--- src/rtl/fir_mac_sched_if.sv ---
// Operand/result handshake between the FIR tap sequencer and the shared MAC.
// master = sequencer side, slave = MAC side.
interface fir_mac_sched_if #(
    parameter int in_w_p  = 12,
    parameter int out_w_p = 32
);
    logic [in_w_p-1:0]  mac_a_o;
    logic [in_w_p-1:0]  mac_b_o;
    logic               mac_valid_o;
    logic               mac_ready_i;
    logic [out_w_p-1:0] mac_data_i;
    logic               mac_valid_i;
    logic               mac_ready_o;
    logic               mac_clear_o;

    modport master (
        output mac_a_o, mac_b_o, mac_valid_o, mac_ready_o, mac_clear_o,
        input  mac_ready_i, mac_data_i, mac_valid_i
    );

    modport slave (
        input  mac_a_o, mac_b_o, mac_valid_o, mac_ready_o, mac_clear_o,
        output mac_ready_i, mac_data_i, mac_valid_i
    );
endinterface

--- src/rtl/fir_mac_sched.sv ---
// FIR tap sequencer: shifts each sample into a history line, then walks the taps
// through a shared MAC one (sample, coefficient) pair at a time.
module fir_mac_sched #(
    parameter int taps_p      = 8,
    parameter int int_in_lp   = 1,
    parameter int frac_in_lp  = 11,
    parameter int int_out_lp  = 10,
    parameter int frac_out_lp = 22
) (
    input  logic                              clk_i,
    input  logic                              reset_ni,
    input  logic [int_in_lp+frac_in_lp-1:0]   sample_i,
    input  logic                              sample_valid_i,
    output logic                              sample_ready_o,
    input  logic                              coef_we_i,
    input  logic [$clog2(taps_p)-1:0]         coef_addr_i,
    input  logic [int_in_lp+frac_in_lp-1:0]   coef_data_i,
    fir_mac_sched_if.master                   mac,
    output logic [int_out_lp+frac_out_lp-1:0] data_o,
    output logic                              valid_o,
    input  logic                              ready_i,
    output logic                              busy_o
);
    localparam int IN_W  = int_in_lp + frac_in_lp;
    localparam int OUT_W = int_out_lp + frac_out_lp;
    localparam int AW    = $clog2(taps_p);
    localparam logic [AW-1:0] LAST_K = AW'(taps_p - 1);

    typedef enum logic [2:0] {
        IDLE_S  = 3'd0,
        CLEAR_S = 3'd1,
        ISSUE_S = 3'd2,
        WAIT_S  = 3'd3,
        OUT_S   = 3'd4
    } state_e;

    state_e            state_q, state_d;
    logic [AW-1:0]     k_q, k_d;
    logic [IN_W-1:0]   hist_q [taps_p];
    logic [IN_W-1:0]   coef_q [taps_p];
    logic [IN_W-1:0]   mac_a_q, mac_b_q;
    logic [OUT_W-1:0]  data_q;
    logic              sample_ready_q, mac_valid_q, mac_ready_q, mac_clear_q;
    logic              valid_q, busy_q;
    logic              accept_s, capture_s;

    // State and tap index register
    always_ff @(posedge clk_i or negedge reset_ni) begin
        if (!reset_ni) begin
            state_q <= IDLE_S;
            k_q     <= '0;
        end else begin
            state_q <= state_d;
            k_q     <= k_d;
        end
    end

    // Next-state logic; mac_valid_i only matters while waiting for a result
    always_comb begin
        state_d   = state_q;
        k_d       = k_q;
        accept_s  = 1'b0;
        capture_s = 1'b0;
        case (state_q)
            IDLE_S: begin
                if (sample_valid_i) begin
                    accept_s = 1'b1;
                    k_d      = '0;
                    state_d  = CLEAR_S;
                end else begin
                    state_d  = IDLE_S;
                end
            end
            CLEAR_S: state_d = ISSUE_S;
            ISSUE_S: begin
                if (mac.mac_ready_i) begin
                    state_d = WAIT_S;
                end else begin
                    state_d = ISSUE_S;
                end
            end
            WAIT_S: begin
                if (mac.mac_valid_i) begin
                    if (k_q == LAST_K) begin
                        capture_s = 1'b1;
                        state_d   = OUT_S;
                    end else begin
                        k_d     = k_q + 1'b1;
                        state_d = ISSUE_S;
                    end
                end else begin
                    state_d = WAIT_S;
                end
            end
            OUT_S: begin
                if (ready_i) begin
                    state_d = IDLE_S;
                end else begin
                    state_d = OUT_S;
                end
            end
            default: state_d = IDLE_S;
        endcase
    end

    // Sample history line and coefficient register file
    always_ff @(posedge clk_i or negedge reset_ni) begin
        if (!reset_ni) begin
            for (int i = 0; i < taps_p; i++) begin
                hist_q[i] <= '0;
                coef_q[i] <= '0;
            end
        end else begin
            if (accept_s) begin
                hist_q[0] <= sample_i;
                for (int i = 1; i < taps_p; i++) begin
                    hist_q[i] <= hist_q[i-1];
                end
            end
            if (coef_we_i && (32'(coef_addr_i) < 32'(taps_p))) begin
                coef_q[coef_addr_i] <= coef_data_i;
            end
        end
    end

    // Operands are loaded on entry to ISSUE so they hold steady through a MAC stall
    always_ff @(posedge clk_i or negedge reset_ni) begin
        if (!reset_ni) begin
            mac_a_q <= '0;
            mac_b_q <= '0;
            data_q  <= '0;
        end else begin
            if ((state_d == ISSUE_S) && (state_q != ISSUE_S)) begin
                mac_a_q <= hist_q[k_d];
                mac_b_q <= coef_q[k_d];
            end
            if (capture_s) begin
                data_q <= mac.mac_data_i;
            end
        end
    end

    // Handshake flags registered from the next state
    always_ff @(posedge clk_i or negedge reset_ni) begin
        if (!reset_ni) begin
            sample_ready_q <= 1'b1;
            mac_valid_q    <= 1'b0;
            mac_ready_q    <= 1'b0;
            mac_clear_q    <= 1'b0;
            valid_q        <= 1'b0;
            busy_q         <= 1'b0;
        end else begin
            sample_ready_q <= (state_d == IDLE_S);
            mac_valid_q    <= (state_d == ISSUE_S);
            mac_ready_q    <= (state_d == WAIT_S);
            mac_clear_q    <= (state_d == CLEAR_S);
            valid_q        <= (state_d == OUT_S);
            busy_q         <= (state_d != IDLE_S);
        end
    end

    assign sample_ready_o  = sample_ready_q;
    assign mac.mac_a_o     = mac_a_q;
    assign mac.mac_b_o     = mac_b_q;
    assign mac.mac_valid_o = mac_valid_q;
    assign mac.mac_ready_o = mac_ready_q;
    assign mac.mac_clear_o = mac_clear_q;
    assign data_o          = data_q;
    assign valid_o         = valid_q;
    assign busy_o          = busy_q;
endmodule

--- src/flat_wrapper.sv ---
// flat-port wrapper written by rule: the top's interface ports become plain ports
module fir_mac_sched_flat 
#(
    parameter int taps_p      = 8,
    parameter int int_in_lp   = 1,
    parameter int frac_in_lp  = 11,
    parameter int int_out_lp  = 10,
    parameter int frac_out_lp = 22
)
  (clk_i, reset_ni, sample_i, sample_valid_i, sample_ready_o, coef_we_i, coef_addr_i, coef_data_i, data_o, valid_o, ready_i, busy_o, mac_mac_a_o, mac_mac_b_o, mac_mac_valid_o, mac_mac_ready_o, mac_mac_clear_o, mac_mac_ready_i, mac_mac_data_i, mac_mac_valid_i);
  fir_mac_sched_if #(.in_w_p(12), .out_w_p(32)) mac_i ();
  input  logic clk_i;
  input  logic reset_ni;
  input  logic [int_in_lp+frac_in_lp-1:0] sample_i;
  input  logic sample_valid_i;
  output logic sample_ready_o;
  input  logic coef_we_i;
  input  logic [$clog2(taps_p)-1:0] coef_addr_i;
  input  logic [int_in_lp+frac_in_lp-1:0] coef_data_i;
  output logic [int_out_lp+frac_out_lp-1:0] data_o;
  output logic valid_o;
  input  logic ready_i;
  output logic busy_o;
  output wire logic [$bits(mac_i.mac_a_o)-1:0] mac_mac_a_o;
  output wire logic [$bits(mac_i.mac_b_o)-1:0] mac_mac_b_o;
  output wire logic [$bits(mac_i.mac_valid_o)-1:0] mac_mac_valid_o;
  output wire logic [$bits(mac_i.mac_ready_o)-1:0] mac_mac_ready_o;
  output wire logic [$bits(mac_i.mac_clear_o)-1:0] mac_mac_clear_o;
  input wire logic [$bits(mac_i.mac_ready_i)-1:0] mac_mac_ready_i;
  input wire logic [$bits(mac_i.mac_data_i)-1:0] mac_mac_data_i;
  input wire logic [$bits(mac_i.mac_valid_i)-1:0] mac_mac_valid_i;
  assign mac_mac_a_o = mac_i.mac_a_o;
  assign mac_mac_b_o = mac_i.mac_b_o;
  assign mac_mac_valid_o = mac_i.mac_valid_o;
  assign mac_mac_ready_o = mac_i.mac_ready_o;
  assign mac_mac_clear_o = mac_i.mac_clear_o;
  assign mac_i.mac_ready_i = mac_mac_ready_i;
  assign mac_i.mac_data_i = mac_mac_data_i;
  assign mac_i.mac_valid_i = mac_mac_valid_i;
  fir_mac_sched #(.taps_p(taps_p), .int_in_lp(int_in_lp), .frac_in_lp(frac_in_lp), .int_out_lp(int_out_lp), .frac_out_lp(frac_out_lp)) u_core (.clk_i(clk_i), .reset_ni(reset_ni), .sample_i(sample_i), .sample_valid_i(sample_valid_i), .sample_ready_o(sample_ready_o), .coef_we_i(coef_we_i), .coef_addr_i(coef_addr_i), .coef_data_i(coef_data_i), .mac(mac_i), .data_o(data_o), .valid_o(valid_o), .ready_i(ready_i), .busy_o(busy_o));
endmodule
--- config.mk ---
export PLATFORM = sky130hd
export DESIGN_NAME = fir_mac_sched_flat
export DESIGN_NICKNAME = d
export VERILOG_FILES = /design/src/rtl/fir_mac_sched_if.sv /design/src/rtl/fir_mac_sched.sv /design/src/flat_wrapper.sv
export SDC_FILE = /design/constraint.sdc
export NUM_CORES = 1
export LEC_CHECK = 0
export CAP_MARGIN = 10
export CORE_UTILIZATION = 58
export CTS_BUF_LIST = sky130_fd_sc_hd__clkbuf_4 sky130_fd_sc_hd__clkbuf_8
export CTS_CLUSTER_SIZE = 8
export DETAILED_ROUTE_END_ITERATION = 10
export PLACE_DENSITY = 0.82
export REMOVE_ABC_BUFFERS = 1
export SLEW_MARGIN = 20
export SYNTH_ARGS = -nofsm -noshare
export SYNTH_HDL_FRONTEND = slang
export SYNTH_SLANG_ARGS = --single-unit
--- constraint.sdc ---
create_clock -name clk_i -period 3.5 [get_ports clk_i]
set_input_delay 0.7 -clock clk_i [delete_from_list [all_inputs] [get_ports clk_i]]
set_output_delay 0.7 -clock clk_i [all_outputs]
set_load 0.05 [all_outputs]
==> out/metrics.csv, run 1 <==
stage,metric,value,unit
status,status,"finished, final reports clean",
cts,cts-root-buf,clkbuf_8,
setup_path,critPathMaxStageDelay,0.52,ns
logic_synthesis,synth_edf_count,0,
sta,setup_tns,0,ns
layout,syn_to_final_growth,23.2,%
sta,fin_crit,2.75,ns
cts,cts_made_buffers,43,
setup_path,reg2reg_depth,7,
floorplanning,start_util,59.4,%
setup_path,setup.worst_path.start_class,flop,
place,gp_congestion,0.805,
place,placed_area,12800,µm²
logic_synthesis,yosysWarnings,0,
drt,drt_pass1_iterations,5,
global_routing,grt_use_met3,4.65,%
logic_synthesis,syn_avg_cell_area,13.5,µm²
setup_path,crit_fanout,14,
sta,final.period_utilization,78.6,%
setup_path,crit_family,compound AO/OA/AOI/OAI gates,
place,dp_hpwl,16300,µm
sta,max_slew_margin,42.4,%
drt,drt_iter0_drc,647,
cts,cts_tree,built,
cts,clk_pin_slew_worst_paths,0.07,ns
sta,slew_viol_final,0,
setup_path,endpoint_kind,flop,
logic_synthesis,ys_types,47,
logic_synthesis,netlist_instances,823,
sta,setup-violations-final,0,
logic_synthesis,ys_ff_latch,260,
layout,fin_util,73.1,%
logic_synthesis,synth_ff_type,dfrtp_1,
layout,drive_gt1_share,35.3,%
flow_run,cap_viol_max_count,0,
setup_path,worst-path-stages,7,
layout,num-nets-final,1040,
setup_path,r2r-start,u_core.k_q[0],
setup_path,cp.arrival,3.22,ns
logic_synthesis,async_flop_share,100,%
floorplanning,dieArea,19800,µm²
setup_path,cp.required,3.97,ns
cts,ctsHoldBuffers,0,
drt,ant_nets,0,
setup_path,critPathSlowestCell,o21a_1,
sta,rsz0062_at_grt,no,
drt,wl_per_cell,22.3,µm
drt,wirelength,27600,µm
cts,cts_resized,0,
floorplanning,die_x,141,µm
floorplanning,design.core.area,18800,µm²
cts,cts_buffer_depth,3,
sta,clock_skew,0.0186,ns
global_routing,antenna_found_initial,0,
setup_path,crit_type,reg -> reg,
setup_path,path_buf_inv,1,
place,numPortBuffers,127,
drt,vias,7895,
sta,holdWs,0.143,ns
global_routing,grt_pass1_wl,44200,µm
drt,viasPerCell,6.38,
min_path,hp-class,in -> async,
sta,hold_violations,0,
logic_synthesis,yosysSeqAreaShare,58.4,%
global_routing,grt-ovfl-total,0,
global_routing,use_met1,38.6,%
power,powerDensity,792,nW/µm²
cts,post_cts_buffers,0,
logic_synthesis,synth_area,11100,µm²
global_routing,grt_usage,28.8,%
layout,n_antenna_cell,0,
floorplanning,die_h,141,µm
setup_path,crit_start,u_core.k_q[0],
sta,tightestPinTransition,0.864,ns
cts,htreeDepth,2,
power,vdd_ir_drop_max,0.488,mV
floorplanning,io_pins,128,
global_routing,use_met2,47.8,%
global_routing,grt_pass1_vias,8231,
layout,stdcell_area,13700,µm²
cts,cts.sinks,260,
floorplanning,row_count,50,
setup_path,crit_path_cell_trace,ha_1 -> nand2_1 -> a2111oi_4 -> o21a_1 -> buf_4 -> a22oi_1 -> nand4_1,
drt,drc,0,
sta,fmax,364,MHz
power,power,10900,µW
global_routing,gr-max-usage-layer,met2,
global_routing,grt_start_max_net_pins,90,
cts,clkLatencyLatePin,0.54,ns
power,p_leak,0.00596,µW
[synthesized netlist by cell type (2+ instances only)]
| library cell | instances | area share, % |
|---|---|---|
| a2111oi_4 | 2 | 0.49 |
| a21oi_1 | 2 | 0.090 |
| a22oi_1 | 48 | 3.2 |
| a31o_2 | 2 | 0.16 |
| a41o_1 | 24 | 2.2 |
| and4b_1 | 2 | 0.18 |
| buf_1 | 5 | 0.17 |
| buf_2 | 21 | 0.94 |
| buf_4 | 4 | 0.27 |
| clkbuf_1 | 27 | 0.91 |
| dfrtp_1 | 259 | 58 |
| inv_1 | 4 | 0.13 |
| mux2_2 | 224 | 23 |
| nand2_1 | 2 | 0.067 |
| nand3_1 | 26 | 1.2 |
| nand4_1 | 26 | 1.5 |
| nand4b_1 | 4 | 0.31 |
| nor2_1 | 7 | 0.24 |
| nor2b_1 | 2 | 0.11 |
| nor3_1 | 5 | 0.22 |
| nor3b_1 | 2 | 0.13 |
| o21a_1 | 2 | 0.13 |
| o21ai_0 | 99 | 4.4 |
[area by class of cell]
cell class | instances | area, µm²
Sequential cell | 260 | 6510
Fill cell | 1224 | 5040
Multi-Input combinational cell | 499 | 4400
Timing Repair Buffer | 164 | 1590
Clock buffer | 72 | 897
Tap cell | 234 | 293
Clock inverter | 3 | 21.3
Inverter | 5 | 18.8
[layer usage]
layer	wire length [µm]	vias to the layer above
li1	-	3422
met1	11600	4094
met2	13700	315
met3	1700	64
met4	664	0
met5	0	-
[through the flow]
| step | setup slack (ns) | cells |
|---|---|---|
| floorplan | -2.41 | 764 |
| global placement | 0.486 | 1162 |
| detailed placement | 0.419 | 1162 |
| CTS | 0.765 | 1237 |
| global route | 0.580 | 1237 |
| finish | 0.750 | 1237 |
[final timing paths]
path | slack, ns | to
min in group clk_i | 0.50 | u_core.coef_q[68]
worst max-delay path | 0.75 | u_core.mac.mac_a_o[1]
max in group asynchronous | 2.50 | u_core.mac.mac_b_o[5]
worst min-delay path | 0.14 | u_core.hist_q[74]
worst max register to register | 0.75 | u_core.mac.mac_a_o[1]
worst min register to register | 0.50 | u_core.coef_q[68]
[registers in the layout (all words and copies together), names as in the netlist]
register	flops
u_core.state_q	3
u_core.k_q	3
u_core.mac.mac_a_o	12
u_core.sample_ready_o	1
u_core.data_o	32
u_core.coef_q	96
u_core.mac.mac_valid_o	1
u_core.hist_q	96
u_core.mac.mac_b_o	12
u_core.busy_o	1
u_core.mac.mac_clear_o	1
u_core.mac.mac_ready_o	1
u_core.valid_o	1
[layout by cell type, fill, tap and decap left out, types with 3 or more instances in the layout]
| master | instances |
|---|---|
| nor3_1 | 5 |
| mux2_2 | 224 |
| buf_4 | 34 |
| nand4_1 | 26 |
| clkbuf_4 | 15 |
| buf_12 | 3 |
| a2111oi_4 | 3 |
| nand4b_1 | 4 |
| nor2_1 | 6 |
| a41o_1 | 24 |
| a22oi_1 | 48 |
| inv_1 | 4 |
| nand3_1 | 26 |
| clkbuf_8 | 57 |
| clkdlybuf4s50_1 | 126 |
| o21ai_0 | 99 |
| dfrtp_1 | 259 |
[report_power, final]
group | switching, µW | internal, µW
Clock | 1170 | 1610
Combinational | 2350 | 1470
Sequential | 510 | 3750
[kinds of logic after synthesis]
group	after synthesis	share of synthesized area, %
mux	225	22.7
fa+ha+maj	1	0.112
compound gates	186	11.4
buf+inv	64	2.57
simple gates	87	4.85
flops	260	58.4
Power figures use the tool's default switching activity.
==> run 2: changes to the inputs <==
- clock period: 3.5 -> 2.65 ns (I/O delays scaled with it)
==> run 2 against run 1 <==
Hold slack better by 0.36 ns. Combinational power up 36%. Wire length is 1.9% lower. Critical path type unchanged. Highest routed layer unchanged.
==> out/metrics.csv, run 2 (synthesis results as in run 1) <==
stage,metric,value,unit,change
min_path,hp-start,u_core.coef_q[52],,
floorplanning,die_h,141,µm,unchanged
setup_path,crit_type,reg -> reg,,
cts,cts-root-buf,clkbuf_8,,
setup_path,cp.required,3.11,ns,-0.86 ns
setup_path,crit_fanout,14,,unchanged
global_routing,grt_start_max_net_pins,74,,-18%
power,p_seq_share,39.7,%,+0.5 points
drt,drc,0,,unchanged
sta,fmax,412,MHz,+13%
sta,max_slew_margin,62.1,%,+20 points
sta,rsz0062_at_grt,no,,
global_routing,antenna_found_initial,0,,unchanged
cts,cts.sinks,260,,unchanged
setup_path,endpoint_kind,flop,,
cts,cts_resized,0,,unchanged
drt,ant_nets,0,,unchanged
global_routing,grt_usage,28.6,%,-0.17 points
layout,multi_input_area,4400,µm²,unchanged
cts,ctsHoldBuffers,1,,+1
drt,vias,7901,,+0.076%
global_routing,grt-ovfl-total,0,,unchanged
layout,drive_gt1_share,35.6,%,+0.29 points
global_routing,grt_pass1_wl,43900,µm,-0.64%
cts,clk_pin_slew_worst_paths,0.06,ns,about the same
floorplanning,start_util,59.4,%,unchanged
flow_run,cap_viol_max_count,0,,unchanged
layout,fin_cells,1243,,+0.49%
sta,setup-violations-final,0,,unchanged
drt,wirelength,27100,µm,-1.9%
setup_path,crit_start,u_core.k_q[1],,
min_path,hp-class,reg -> reg,,
drt,wl_per_cell,21.8,µm,-2.4%
place,dp_hpwl,16900,µm,+4.0%
drt,viasPerCell,6.36,,-0.41%
power,p_leak,0.00600,µW,+0.65%
cts,cts_buffer_depth,3,,unchanged
place,gp_congestion,0.826,,+2.5%
cts,cts_made_buffers,43,,unchanged
sta,tightestPinTransition,0.569,ns,-0.295 ns
layout,regArea,6510,µm²,unchanged
power,pwr-share-comb,36.9,%,+1.7 points
layout,fin_util,73.6,%,+0.43 points
floorplanning,die_x,141,µm,unchanged
setup_path,cp.arrival,2.89,ns,-0.33 ns
cts,clkLatencyLatePin,0.54,ns,about the same
layout,n_fill_cell,1237,,+1.1%
layout,mostFrequentLayoutCell,dfrtp_1,,
floorplanning,row_count,50,,unchanged
layout,mostFrequentLayoutCells,"dfrtp_1 (259), mux2_2 (224), clkdlybuf4s50_1 (126)",,
drt,drt_iter0_drc,556,,-14%
power,swShare,37.3,%,+0.13 points
power,p_clk_share,23.4,%,-2.2 points
drt,drt_pass1_iterations,5,,unchanged
layout,num-nets-final,1058,,+1.7%
power,vdd_ir_drop_max,0.550,mV,+13%
power,powerDensity,1020,nW/µm²,+29%
floorplanning,design.core.area,18800,µm²,unchanged
sta,clock_skew,0.0194,ns,+0.000829 ns
layout,n_antenna_cell,0,,unchanged
cts,post_cts_buffers,0,,unchanged
setup_path,setup.worst_path.start_class,flop,,
place,numPortBuffers,127,,unchanged
sta,fin_crit,2.43,ns,-0.321 ns
global_routing,grt_pass1_vias,8233,,+0.024%
cts,cts_tree,built,,
floorplanning,dieArea,19800,µm²,unchanged
cts,htreeDepth,2,,unchanged
sta,final.period_utilization,91.7,%,+13 points
layout,syn_to_final_growth,23.9,%,
setup_path,rrSetupSlack,0.22,ns,-0.53 ns
floorplanning,io_pins,128,,unchanged
setup_path,r2r-start,u_core.k_q[1],,
status,status,"finished, final reports clean",,
place,dp_cells,1179,,+1.5%
power,internal-power,8860,µW,+30%
power,p_switching,5260,µW,+30%
sta,slew_viol_final,0,,unchanged
sta,hold_violations,0,,unchanged
run 2: metrics by stage:
step	setup slack (ns)	hold slack, ns	instance area (µm²)	TNS [ns]	total power, µW
4_1_cts	0.223	0.502	13800	0	14100
3_3_place_gp	0.135	0.484	13000	0	10700
6_report	0.221	0.501	13800	0	14100
5_1_grt	0.0974	0.506	13800	0	14700
2_1_floorplan	-3.09	0.234	10900	-282.83	8630
3_5_place_dp	0.0802	0.488	13000	0	10800
run 2: path summary, 6_finish.rpt:
path	end	cells past startpoint
max	u_core.mac.mac_b_o[0]	7
min	u_core.coef_q[52]	1
max reg2reg	u_core.mac.mac_b_o[0]	7
min reg2reg	u_core.coef_q[52]	1
max in group asynchronous	u_core.coef_q[75]	3
min in group asynchronous	u_core.hist_q[38]	2
run 2: power groups by stage:
stage | clock network, µW | logic, µW | registers, µW
6_report | 3300 | 5210 | 5610
5_1_grt | 3520 | 5480 | 5720
4_1_cts | 3350 | 5200 | 5600
3_5_place_dp | 0 | 5180 | 5640
3_3_place_gp | 0 | 5070 | 5610
2_1_floorplan | 0 | 1950 | 6680
run 2: worst max-delay path, stage by stage, from the launching register on:
cell       delay, ns
dfrtp_1         0.46
ha_1            0.31
nand2_1         0.34
a2111oi_4       0.52
o21a_1          0.28
buf_12          0.19
a22oi_1         0.11
nand4_1         0.13
run 2: per-layer routing:
layer  track usage, %  share of wire (%)  up-vias
met2             47.1                 50      329
met5                0                  0        -
met1             38.1                 41     4065
met3             5.03                6.4       69
li1                 -                  -     3438
met4             11.1                2.5        0
run 2: layout make-up:
type	count	share of cell area, %
well taps	234	2.12
clock buffers	62	5.55
flip-flops and latches	260	47.1
inverters	5	0.136
clock inverters	1	0.0544
repair buffers	182	13.2
multi-input cells	499	31.8
==> run 3: changes to the inputs <==
- ABC_AREA: default -> 1
==> run 3 against run 2 <==
Total power rose by 27%. Synthesized area rose by 6.1%. Clock power rose by 16%. Critical path type is now reg -> out.
==> out/metrics.csv, run 3 <==
stage,metric,value,unit,change
power,powerDensity,1240,nW/µm²,+21%
setup_path,crit_type,reg -> out,,
global_routing,grt_pass1_vias,10000,,+22%
setup_path,cp.arrival,1.86,ns,-1.03 ns
logic_synthesis,yosysSeqAreaShare,55.1,%,-3.3 points
floorplanning,io_pins,128,,unchanged
sta,hold_violations,0,,unchanged
logic_synthesis,synth_area,11800,µm²,+6.1%
logic_synthesis,ys_ff_latch,260,,unchanged
power,p_leak,0.00715,µW,+19%
cts,clk_pin_slew_worst_paths,0.06,ns,about the same
power,vdd_ir_drop_max,0.867,mV,+58%
sta,holdWs,0.468,ns,-0.0333 ns
cts,cts_resized,0,,unchanged
logic_synthesis,netlist_instances,1484,,+80%
sta,setup_tns,0,ns,unchanged
drt,dr_wl_met2,13700,µm,+1.5%
sta,clock_skew,0.0268,ns,+0.00735 ns
setup_path,setup.worst_path.start_class,flop,,
logic_synthesis,syn_avg_cell_area,7.96,µm²,-41%
drt,wl_per_cell,14.9,µm,-31%
setup_path,r2r-start,u_core.state_q[2],,
drt,drt_iter0_drc,1001,,+80%
logic_synthesis,synthTopCellsByArea,"dfrtp_1 (55%), nand2_1 (15%), nand3_1 (10%)",,
global_routing,antenna_found_initial,1,,+1
min_path,hp-class,reg -> reg,,
setup_path,crit_path_cell_trace,clkdlybuf4s50_1,,
drt,viasPerCell,5.39,,-15%
sta,setup-violations-final,0,,unchanged
setup_path,endpoint_kind,output port,,
logic_synthesis,ys_types,23,,-51%
place,numPortBuffers,127,,unchanged
layout,mostFrequentLayoutCell,nand2_1,,
cts,cts_made_buffers,44,,+2.3%
min_path,hp-start,u_core.data_o[17],,
layout,num-nets-final,1669,,+58%
logic_synthesis,yosysWarnings,0,,unchanged
global_routing,grt_usage,29.0,%,+0.37 points
global_routing,grt_pass1_wl,47900,µm,+9.0%
cts,clkLatencyLatePin,0.55,ns,about the same
floorplanning,dieArea,21000,µm²,+6.0%
drt,wl_met3,1800,µm,+3.8%
cts,cts_tree,built,,
layout,drive_gt1_share,8.02,%,-28 points
floorplanning,design.core.area,19700,µm²,+5.1%
sta,rsz0062_at_grt,no,,
place,gp_congestion,0.781,,-5.4%
sta,slew_viol_final,0,,unchanged
setup_path,crit_fanout,1,,-13
drt,top_layer,met4,,
drt,drc,0,,unchanged
logic_synthesis,synth_largest_area_cell,dfrtp_1,,
cts,cts_buffer_depth,3,,unchanged
drt,wirelength,28400,µm,+4.8%
setup_path,cp.required,2.12,ns,-0.99 ns
sta,fmax,419,MHz,+1.8%
setup_path,path_buf_inv,1,,unchanged
drt,drt_pass1_iterations,6,,+1
setup_path,crit_start,u_core.sample_ready_o,,
logic_synthesis,async_flop_share,100,%,unchanged
logic_synthesis,synth_top_area_share,54.8,%,-3.3 points
floorplanning,row_count,51,,+2.0%
sta,final.period_utilization,90.1,%,-1.6 points
sta,tightestPinTransition,0.641,ns,+0.0720 ns
setup_path,critPathSlowestCell,clkdlybuf4s50_1,,
drt,ant_nets,0,,unchanged
status,status,"finished, final reports clean",,
floorplanning,die_x,145,µm,+2.9%
layout,mostFrequentLayoutCells,"nand2_1 (473), dfrtp_1 (259), nand3_1 (246)",,
place,dp_hpwl,17200,µm,+1.5%
global_routing,grt_start_max_net_pins,169,,+130%
setup_path,crit_family,buffers and inverters,,
logic_synthesis,synth_ff_type,dfrtp_1,,
flow_run,cap_viol_max_count,0,,unchanged
sta,fin_crit,2.39,ns,-0.0422 ns
layout,syn_to_final_growth,22.3,%,
logic_synthesis,synth_edf_count,0,,unchanged
logic_synthesis,synth_common_cells,"nand2_1 (474), dfrtp_1 (259), nand3_1 (246)",,
global_routing,grt-ovfl-total,0,,unchanged
setup_path,critPathMaxStageDelay,0.80,ns,+0.28 ns
cts,htreeDepth,2,,unchanged
place,placed_area,13500,µm²,+3.5%
floorplanning,start_util,59.9,%,+0.56 points
drt,drt-met1-wl,12100,µm,+7.8%
cts,cts.sinks,260,,unchanged
drt,vias,10200,,+30%
sta,max_slew_margin,57.2,%,-4.9 points
floorplanning,die_h,145,µm,+2.9%
layout,stdcell_area,14500,µm²,+4.7%
logic_synthesis,yosysMostFrequentCell,nand2_1,,
cts,cts-root-buf,clkbuf_8,,
==> run 3: cell types whose count changed in the layout (fill, tap and decap cells not counted), sizes merged, moves of 4 or more <==
cell	previous run	this run
nand2	2	476
mux2	224	0
nand3	26	249
inv	5	185
o21ai	100	192
a22oi	48	0
nand4	26	0
a41o	24	0
buf	55	35
nand3b	0	12
clkbuf	62	72
nand4b	4	0
==> run 3: final cells by class <==
type	instances	area, µm²
clock buffers	72	897
inverters	185	694
repair buffers	162	1690
well taps	265	332
multi-input cells	949	4270
diodes	1	2.50
flip-flops and latches	260	6510
clock inverters	6	60.1
fillers	1442	5270
==> run 3: routing by layer <==
layer,vias to the layer above,global-route usage [%]
met3,72,4.44
met2,381,48.4
met4,0,13.2
met1,4855,37.3
met5,-,0
li1,4938,-
==> run 3: logic make-up (layout without fill, tap and decap cells) <==
group	after synthesis	in the layout	synth area share, %
AOI/OAI and AO/OA	196	196	8.45
DFF	260	260	55.1
adders and majority gates	1	1	0.106
other	0	1	0
buffers and inverters	275	425	9.14
and+or+nand+nor	752	752	27.2
==> run 3: stage by stage <==
step	cells	utilization, %	setup WS [ns]	total power (µW)
finish	1900	73.3	0.263	17900
global route	1900	73.3	0.216	19100
CTS	1899	73.3	0.232	17900
detailed placement	1820	68.4	0.291	14000
global placement	1820	68.4	0.289	13800
floorplan	1394	-	-2.75	11200
==> run 3: report_power, final <==
part	switching, µW	internal, µW	leakage, µW
clock	1600	2230	0.000505
combinational	5510	2850	0.00329
sequential	586	5100	0.00335
total	7700	10200	0.00715
==> run 3: path summary, 6_finish.rpt <==
kind                                           to  depth (start not counted)  slack [ns]
max                                sample_ready_o                          1        0.26
min                             u_core.data_o[17]                          2        0.47
max reg2reg                 u_core.mac.mac_a_o[4]                          7        0.60
min reg2reg                     u_core.data_o[17]                          2        0.47
max in group asynchronous  u_core.mac.mac_b_o[11]                          3        1.39
min in group asynchronous          u_core.valid_o                          2        0.48
==> run 3: tightest hold or removal path: cells and delay by family (launching register included) <==
kind	cells	cell delay, ns
flops	1	0.34
simple gates	2	0.10
==> run 3: timing repair <==
action,4_1_cts,5_1_grt
buffers inserted,0,0
endpoints found under the hold margin,44,0
hold buffers,1,0
